==> config.mk <==
export PLATFORM = sky130hd
export DESIGN_NAME = eth_tx_sched
export DESIGN_NICKNAME = d
export VERILOG_FILES = /design/src/rtl/eth_tx_sched.sv
export SDC_FILE = /design/constraint.sdc
export NUM_CORES = 1
export LEC_CHECK = 0
export ABC_AREA = 1
export CORE_ASPECT_RATIO = 1.2
export CORE_UTILIZATION = 40
export DETAILED_ROUTE_END_ITERATION = 10
export DONT_BUFFER_PORTS = 1
export RECOVER_POWER = 50
export SLEW_MARGIN = 20
export SYNTH_ARGS = -nofsm -noshare
export SYNTH_HDL_FRONTEND = slang
export SYNTH_SLANG_ARGS = --single-unit
==> constraint.sdc <==
create_clock -name aclk -period 2.6 [get_ports aclk]
set_input_delay 0.52 -clock aclk [delete_from_list [all_inputs] [get_ports aclk]]
set_output_delay 0.52 -clock aclk [all_outputs]
set_load 0.005 [all_outputs]
==> src/rtl/eth_tx_sched.sv <==
// rtl/eth_tx_sched.sv - frame-level scheduler sharing one Ethernet TX engine between ARP and UDP
module eth_tx_sched #(
   parameter int DATA_W         = 32,
   parameter int GAP_CYCLES     = 12,
   parameter int ARP_BURST_MAX  = 4,
   parameter int TIMEOUT_CYCLES = 4096
) (
   input  logic              aclk,
   input  logic              areset,
   input  logic              arp_req,
   input  logic              arp_req_oper,
   output logic              arp_pending,
   output logic              arp_drop,
   input  logic [DATA_W-1:0] s_axis_tdata,
   input  logic              s_axis_tvalid,
   input  logic              s_axis_tlast,
   output logic              s_axis_tready,
   output logic [DATA_W-1:0] m_axis_tdata,
   output logic              m_axis_tvalid,
   output logic              m_axis_tlast,
   input  logic              m_axis_tready,
   output logic              tx_arp_start,
   output logic              tx_arp_oper,
   input  logic              tx_arp_done,
   input  logic              tx_busy,
   output logic [1:0]        grant,
   output logic              timeout_err
);

   localparam int GW = (GAP_CYCLES > 1) ? $clog2(GAP_CYCLES) : 1;
   localparam int TW = $clog2(TIMEOUT_CYCLES + 1);
   localparam int SW = $clog2(ARP_BURST_MAX + 1);
   localparam logic [GW-1:0] GAP_LAST   = GW'((GAP_CYCLES > 0) ? GAP_CYCLES - 1 : 0);
   localparam logic [TW-1:0] TMO_MAX    = TW'(TIMEOUT_CYCLES);
   localparam logic [SW-1:0] STREAK_MAX = SW'(ARP_BURST_MAX);

   typedef enum logic [2:0] {
      S_IDLE, S_ARP_START, S_ARP_WAIT, S_UDP_XFER, S_UDP_DRAIN, S_GAP
   } state_t;

   // A zero gap skips the GAP state entirely.
   localparam state_t AFTER_FRAME = (GAP_CYCLES == 0) ? S_IDLE : S_GAP;

   state_t          state_q, state_d;
   logic            pend_q, pend_d;
   logic            pend_oper_q, pend_oper_d;
   logic            oper_q, oper_d;
   logic            drop_q, drop_d;
   logic [SW-1:0]   streak_q, streak_d;
   logic [GW-1:0]   gap_q, gap_d;
   logic [TW-1:0]   tmo_q, tmo_d;
   logic            take_arp, take_udp, tmo_hit, udp_last;

   // State and bookkeeping registers with synchronous reset
   always_ff @(posedge aclk) begin
      if (areset) begin
         state_q     <= S_IDLE;
         pend_q      <= 1'b0;
         pend_oper_q <= 1'b0;
         oper_q      <= 1'b0;
         drop_q      <= 1'b0;
         streak_q    <= '0;
         gap_q       <= '0;
         tmo_q       <= '0;
      end else begin
         state_q     <= state_d;
         pend_q      <= pend_d;
         pend_oper_q <= pend_oper_d;
         oper_q      <= oper_d;
         drop_q      <= drop_d;
         streak_q    <= streak_d;
         gap_q       <= gap_d;
         tmo_q       <= tmo_d;
      end
   end

   // Next-state: arbitration, pending latch, gap and timeout counters
   always_comb begin
      state_d     = state_q;
      pend_d      = pend_q;
      pend_oper_d = pend_oper_q;
      oper_d      = oper_q;
      streak_d    = streak_q;
      gap_d       = '0;
      tmo_d       = '0;
      tmo_hit     = (tmo_q == TMO_MAX);
      udp_last    = s_axis_tvalid && m_axis_tready && s_axis_tlast;
      take_arp    = (state_q == S_IDLE) && pend_q &&
                    ((streak_q < STREAK_MAX) || !s_axis_tvalid);
      take_udp    = (state_q == S_IDLE) && !take_arp && s_axis_tvalid;

      case (state_q)
         S_IDLE: begin
            if (take_arp) begin
               state_d = S_ARP_START;
               oper_d  = pend_oper_q;
               pend_d  = 1'b0;
               if (streak_q != STREAK_MAX) streak_d = streak_q + 1'b1;
            end else if (take_udp) begin
               state_d  = S_UDP_XFER;
               streak_d = '0;
            end
         end
         S_ARP_START: state_d = S_ARP_WAIT;
         S_ARP_WAIT: begin
            tmo_d = tmo_q + 1'b1;
            if (tx_arp_done || tmo_hit) state_d = AFTER_FRAME;
         end
         S_UDP_XFER: begin
            if (udp_last) state_d = S_UDP_DRAIN;
         end
         S_UDP_DRAIN: begin
            tmo_d = tmo_q + 1'b1;
            if (!tx_busy || tmo_hit) state_d = AFTER_FRAME;
         end
         S_GAP: begin
            if (gap_q == GAP_LAST) state_d = S_IDLE;
            else                   gap_d   = gap_q + 1'b1;
         end
         default: state_d = S_IDLE;
      endcase

      // A request in the same cycle ARP is granted re-arms pending rather than coalescing.
      drop_d = arp_req && pend_q && !take_arp;
      if (arp_req) begin
         pend_d      = 1'b1;
         pend_oper_d = arp_req_oper;
      end
   end

   // Outputs decoded from state; UDP stream is gated to pass only while UDP owns the engine
   always_comb begin
      grant         = 2'b00;
      tx_arp_start  = 1'b0;
      m_axis_tvalid = 1'b0;
      m_axis_tlast  = 1'b0;
      s_axis_tready = 1'b0;
      timeout_err   = 1'b0;
      case (state_q)
         S_ARP_START: begin
            grant        = 2'b01;
            tx_arp_start = 1'b1;
         end
         S_ARP_WAIT: begin
            grant       = 2'b01;
            timeout_err = tmo_hit && !tx_arp_done;
         end
         S_UDP_XFER: begin
            grant         = 2'b10;
            m_axis_tvalid = s_axis_tvalid;
            m_axis_tlast  = s_axis_tlast;
            s_axis_tready = m_axis_tready;
         end
         S_UDP_DRAIN: begin
            grant       = 2'b10;
            timeout_err = tmo_hit && tx_busy;
         end
         default: ;
      endcase
   end

   assign m_axis_tdata = s_axis_tdata;
   assign arp_pending  = pend_q;
   assign arp_drop     = drop_q;
   assign tx_arp_oper  = oper_q;

endmodule
==> metrics <==
R2R Path End tmo_q[10]; r2r worst-path depth 6; Max-cap violations 0; fin crit share 0.698; worst hold path type in -> reg; Max VDD drop 0.000444 V; drt total wl around 2800 um; CTS Buf Count 3; DRC 0; DP Area around 1500 um2; synthesized netlist cell count 240; syn_nets 286; Worst-path clk slew 0.10 ns; register-to-register setup slack approximately 1.2 ns; fraction of registers with async set or reset after synthesis 0; drt pass-1 iters 4; critical path type reg -> out; Synth cell types 30; Max Fanout on Critical Path 4; area of the core about 4000 um2; final hold vios 0; Top Ports 83; Critical Path End Type primary output; starting density of the core 0.424; Hold Crit Endpoint arp_pending; Finished Cell Area 1560 um2; placed cell count 261; CTS max path bufs 2; Slew @ Worst Pin approximately 0.43 ns; vias per cell 4.48; # diodes 0; CTS tree yes; Die ar. 4510 um2; vias in the first global route 1,093; YS warnings 0; clock sinks 27; initial antenna violation count 0; hold path depth 1; first-pass GRT wire length 4560 um; die outline width ~60 um; Lkg Pwr 0.658 nW; Iteration-0 DRC Markers 33; RD Place Congestion 0.826; Setup TNS 0 ns; share of the yosys chip area belonging to registers 0.319; # fillers 460; Root Driver clkbuf_8; Post-synth EDFFs 0; Final Setup Violations 0; Required @ worst endpoint 2.08 ns; fmax 551 MHz; relative slew slack 0.710; All-Layer GR Usage 0.133; Cell Pwr Density between 700 and 800 nW/um2; CP Launch Type flop; H-tree depth 1; Die Height around 73 um; share of cells above drive strength 1 0.152; WP data arrival 1.30 ns; skew final between 0.002 and 0.003 ns; P&R area growth vs syn -8.11%; cell area after synthesis 1700 um2; CTS resizes 0; RSZ-0062 raised after global routing no; DR vias between 1,000 and 1,500; dominant synthesized flop cell dfxtp_1; CTS Hold Bufs 0; Port Buffer Count 0; wire per inst 10.6 um; reg2reg start tmo_q[0]; Final min period ~1.8 ns; fin. max-slew vios 0; GRT overflow 0; NumNets Final 258; Final Instance Count excl. Fillers 265; syn avg cell area 7.07 um2; post-route ant nets 0; #FFs+latches synth 27; FP Rows 25; status complete, no violations; setup repair bufs after CTS 0; largest net degree at the start of global routing 16; post-DP HPWL 2180 um; Clk Latency, worst-skew pair around 0.27 ns; Min-Delay Startpoint areset
-- flip-flops by register name, indices dropped and copies added (netlist names) --
register	count
arp_pending	1
arp_drop	1
tx_arp_oper	1
state_q	3
streak_q	3
gap_q	4
pend_oper_q	1
tmo_q	13
-- critical path: stages, from the launching register on --
cell,delay (ns)
dfxtp_1,0.42
inv_2,0.08
nor3_1,0.35
inv_1,0.08
nand2_1,0.10
-- per-layer routing --
| metal | track usage | wire length, um | vias to the layer above |
|---|---|---|---|
| li1 | - | - | 657 |
| met1 | 0.178 | 1370 | 505 |
| met2 | 0.209 | 1260 | 17 |
| met3 | 0.0299 | 123 | 7 |
| met4 | 0.0469 | 45 | 0 |
| met5 | 0 | 0 | - |
-- how the worst max path moves through the flow --
stage | startpoint | to | slack (ns) | cells after the start
4_1_cts | tmo_q[0] | timeout_err | 0.76 | 6
6_report | state_q[0] | grant[0] | 0.78 | 4
5_1_grt | tmo_q[0] | timeout_err | 0.65 | 6
3_5_place_dp | tmo_q[0] | timeout_err | 1.07 | 6
2_1_floorplan | tmo_q[0] | timeout_err | 1.19 | 6
3_3_place_gp | state_q[0] | grant[0] | 1.07 | 4
-- logic make-up after synthesis --
family | share of synthesized area
simple gates | 0.344
compound gates | 0.0649
flops | 0.319
fa+ha+maj | 0.0369
xor+xnor | 0.0103
buf+inv | 0.226
-- final cells by class --
class	instances	area, um2	area share
Clock buffer	3	41.3	0.0265
Multi-Input combinational cell	145	773	0.496
Clock inverter	1	5.00	0.00321
Tap cell	54	67.6	0.0433
Sequential cell	27	541	0.347
Inverter	35	131	0.0843
-- where the power goes --
group          internal, mW  switching, mW  total, mW
logic                 0.121          0.242      0.364
registers             0.452         0.0476      0.500
clock network         0.108          0.138      0.246
total                 0.681          0.428       1.11
-- stage by stage --
stage / utilization / hold WS [ns] / power, mW / worst slack (ns)
floorplan: - / 0.418 / 0.857 / 1.19
global route: 0.389 / 0.295 / 1.18 / 0.653
global placement: 0.378 / 0.434 / 0.877 / 1.07
detailed placement: 0.378 / 0.458 / 0.877 / 1.07
CTS: 0.389 / 0.294 / 1.12 / 0.757
finish: 0.389 / 0.300 / 1.11 / 0.784
-- synthesized netlist by cell type, types with 2 or more instances --
cell     count  share of area
inv_1       33          0.073
nand3_2      3          0.018
nor2_2       6          0.022
o21ai_0      4          0.012
dfxtp_1     27           0.32
nor3_2       4          0.024
nor3_1       4          0.012
a21oi_1     11          0.032
inv_2        2         0.0044
nor2_1      37          0.082
nand3_1      8          0.024
nand4_1      2         0.0074
nor2_4       2          0.013
buf_4       32           0.14
ha_1         5          0.037
nand2_1     40          0.088
nand2_2      7          0.026
-- cell usage in the layout, fill, tap and decap left out, drive strengths merged --
| cell | netlist | layout |
|---|---|---|
| a21boi | 1 | 1 |
| a21oi | 11 | 11 |
| a31oi | 1 | 1 |
| and3 | 1 | 1 |
| clkbuf | 0 | 3 |
| clkinv | 0 | 1 |
| dfxtp | 27 | 27 |
| ha | 5 | 5 |
| inv | 35 | 35 |
| nand2 | 47 | 47 |
| nand3 | 11 | 11 |
| nand4 | 2 | 2 |
| nor2 | 45 | 45 |
| nor3 | 9 | 9 |
| nor3b | 1 | 1 |
| nor4 | 1 | 1 |
| o21a | 1 | 1 |
| o21ai | 6 | 6 |
| or2 | 1 | 1 |
| xnor2 | 1 | 1 |
| xor2 | 1 | 1 |
(Power assumes the default switching activity.)
==> RTL edit: new RTL, same settings <==
The parameter `GAP_CYCLES` goes from 12 to 11.
--- a/src/rtl/eth_tx_sched.sv
+++ b/src/rtl/eth_tx_sched.sv
@@ -3,3 +3,3 @@
    parameter int DATA_W         = 32,
-   parameter int GAP_CYCLES     = 12,
+   parameter int GAP_CYCLES     = 11,
    parameter int ARP_BURST_MAX  = 4,
Behaviour: no difference found for any inputs over 10 cycles, from zero or initial values and one cycle with areset high; that may be too few to reach the edited logic, so the function may still have changed.
==> RTL edit against the unedited design <==
- setup slack worse by 0.026 ns
- fmax decreased by 1.4%
- clock skew barely moved
- via count grew 1.9%
- power fell by 0.26%
- sequential power about the same
- register-to-register slack worse by 0.05 ns
- cell area fell by 1.4%
- first-iteration DRC count up 82%
- core utilization down 0.23 points
- sequential cell count stayed put
- routed wire length shrank 6.5%
- synthesized area decreased by 1.9%
- critical path type unchanged
==> RTL edit: results (changes against the unedited design) <==
| Metric | Value |
|---|---|
| Layout cells sized above 1 | `0.1196 (was 0.1517)` |
| First-pass GRT wire length | `4457 um (was 4560 um)` |
| DP Area | `1491 um2 (was 1513 um2)` |
| Commonest cells post-synth | `nand2_1 (41), nor2_1 (40), buf_4 (32) (was nand2_1 (40), nor2_1 (37), inv_1 (33))` |
| Xor and xnor fraction of the mapped netlist area | `0.01579 (was 0.01032)` |
| Metal2 WL | `1220 um (was 1257 um)` |
| Seq/Total Area, Yosys | `0.3248 (was 0.3186)` |
| All-layer global routing usage | `0.1327 (was 0.1334)` |
| Top cells by area, synth | `dfxtp_1 (32%), buf_4 (14%), nand2_1 (9.2%) (was dfxtp_1 (32%), buf_4 (14%), nand2_1 (8.8%))` |
| Main synth FF type | `dfxtp_1 (unchanged)` |
| DR iter-0 viols | `60 (was 33)` |
| Synth Net Count | `284 (was 286)` |
| Slowest-stage cell, CP | `dfxtp_1 (unchanged)` |
| Port-buffer cells | `0 (unchanged)` |
| Worst-Margin Slew | `0.3312 ns (was 0.4316 ns)` |
| Outcome | `finished, final reports clean (unchanged)` |
| Ys Warns | `0 (unchanged)` |
| CTS root buf | `clkbuf_8 (unchanged)` |
| DP Worst Slack | `0.9922 ns (was 1.075 ns)` |
| Final RePlAce weighted congestion | `0.8009 (was 0.8263)` |
| Max incr delay on CP | `0.34 ns (was 0.42 ns)` |
| # nets final | `257 (was 258)` |
| Fill count | `439 (was 460)` |
| Synthesized-area fraction occupied by adder cells | `0.04511 (was 0.03687)` |
| Metal3 WL | `128 um (was 123 um)` |
| Post-cts sizing count | `0 (unchanged)` |
| Post-synthesis compound-gate area fraction | `0.06391 (was 0.06490)` |
| TritonCTS buffer count | `3 (unchanged)` |
| Highest routed layer | `met4 (unchanged)` |
| Largest net degree at the start of global routing | `16 (unchanged)` |
| Worst Path Arrival | `1.32 ns (was 1.30 ns)` |
| DP Wirelength | `2121 um (was 2184 um)` |
| Worst Clk Skew | `0.002920 ns (was 0.002663 ns)` |
| Leakage | `0.6424 nW (was 0.6579 nW)` |
| Max IR drop VDD | `0.0001492 V (was 0.0004439 V)` |
| Number of antenna cells inserted | `0 (unchanged)` |
| Initial antenna violation count | `0 (unchanged)` |
| Vias in the first global route | `1063 (was 1093)` |
| Metal-1 WL | `1214 um (was 1370 um)` |
| DRT Pass-1 Iters | `4 (unchanged)` |
| Total number of vias | `1208 (was 1186)` |
| Worst path top cell family by delay | `simple AND/OR/NAND/NOR gates (unchanged)` |
| Final wirelength | `2615 um (was 2796 um)` |
| Cell variety after synth | `26 (was 30)` |
| Asr flop ratio synth | `0 (unchanged)` |
## RTL edit: cell type report
| cell class | instances | area, um2 | share of cell area |
|---|---|---|---|
| inverters | 31 | 116.4 | 0.07567 |
| clock inverters | 1 | 5.005 | 0.003255 |
| multi-input cells | 147 | 767.0 | 0.4988 |
| well taps | 54 | 67.56 | 0.04394 |
| flip-flops and latches | 27 | 540.5 | 0.3515 |
| clock buffers | 3 | 41.29 | 0.02685 |
## RTL edit: power by group
part / switching (mW) / leakage (nW) / total [mW] / internal, mW
clock: 0.126 / 0.0255 / 0.233 / 0.107
combinational: 0.249 / 0.398 / 0.375 / 0.125
sequential: 0.0467 / 0.219 / 0.499 / 0.452
total: 0.422 / 0.642 / 1.11 / 0.685
## RTL edit: cell families after synthesis
logic type	after synthesis
AND/OR/NAND/NOR	118
adder cells (fa/ha/maj)	6
flip-flops	27
AO/OA/AOI/OAI	20
buffers and inverters	63
XOR/XNOR	3
## RTL edit: worst paths after layout
| kind | slack [ns] | endpoint | start | cells past startpoint |
|---|---|---|---|---|
| worst min register to register | 0.47 | tmo_q[12] | tmo_q[12] | 2 |
| worst min-delay path | 0.30 | streak_q[1] | areset | 1 |
| worst max register to register | 1.14 | tmo_q[10] | tmo_q[0] | 8 |
| worst max-delay path | 0.76 | timeout_err | tmo_q[0] | 6 |
## RTL edit: layer usage
metal,GRT usage,up-vias
li1,-,653
met1,0.1604,529
met2,0.2173,21
met3,0.02837,5
met4,0.06818,0
met5,0,-
## RTL edit: through the flow
step                cells  hold WS, ns    util
detailed placement    259       0.4575  0.3754
floorplan             237       0.4297       -
finish                263       0.3037  0.3871
global placement      259       0.4466  0.3754
global route          263       0.2854  0.3871
CTS                   263       0.2931  0.3871
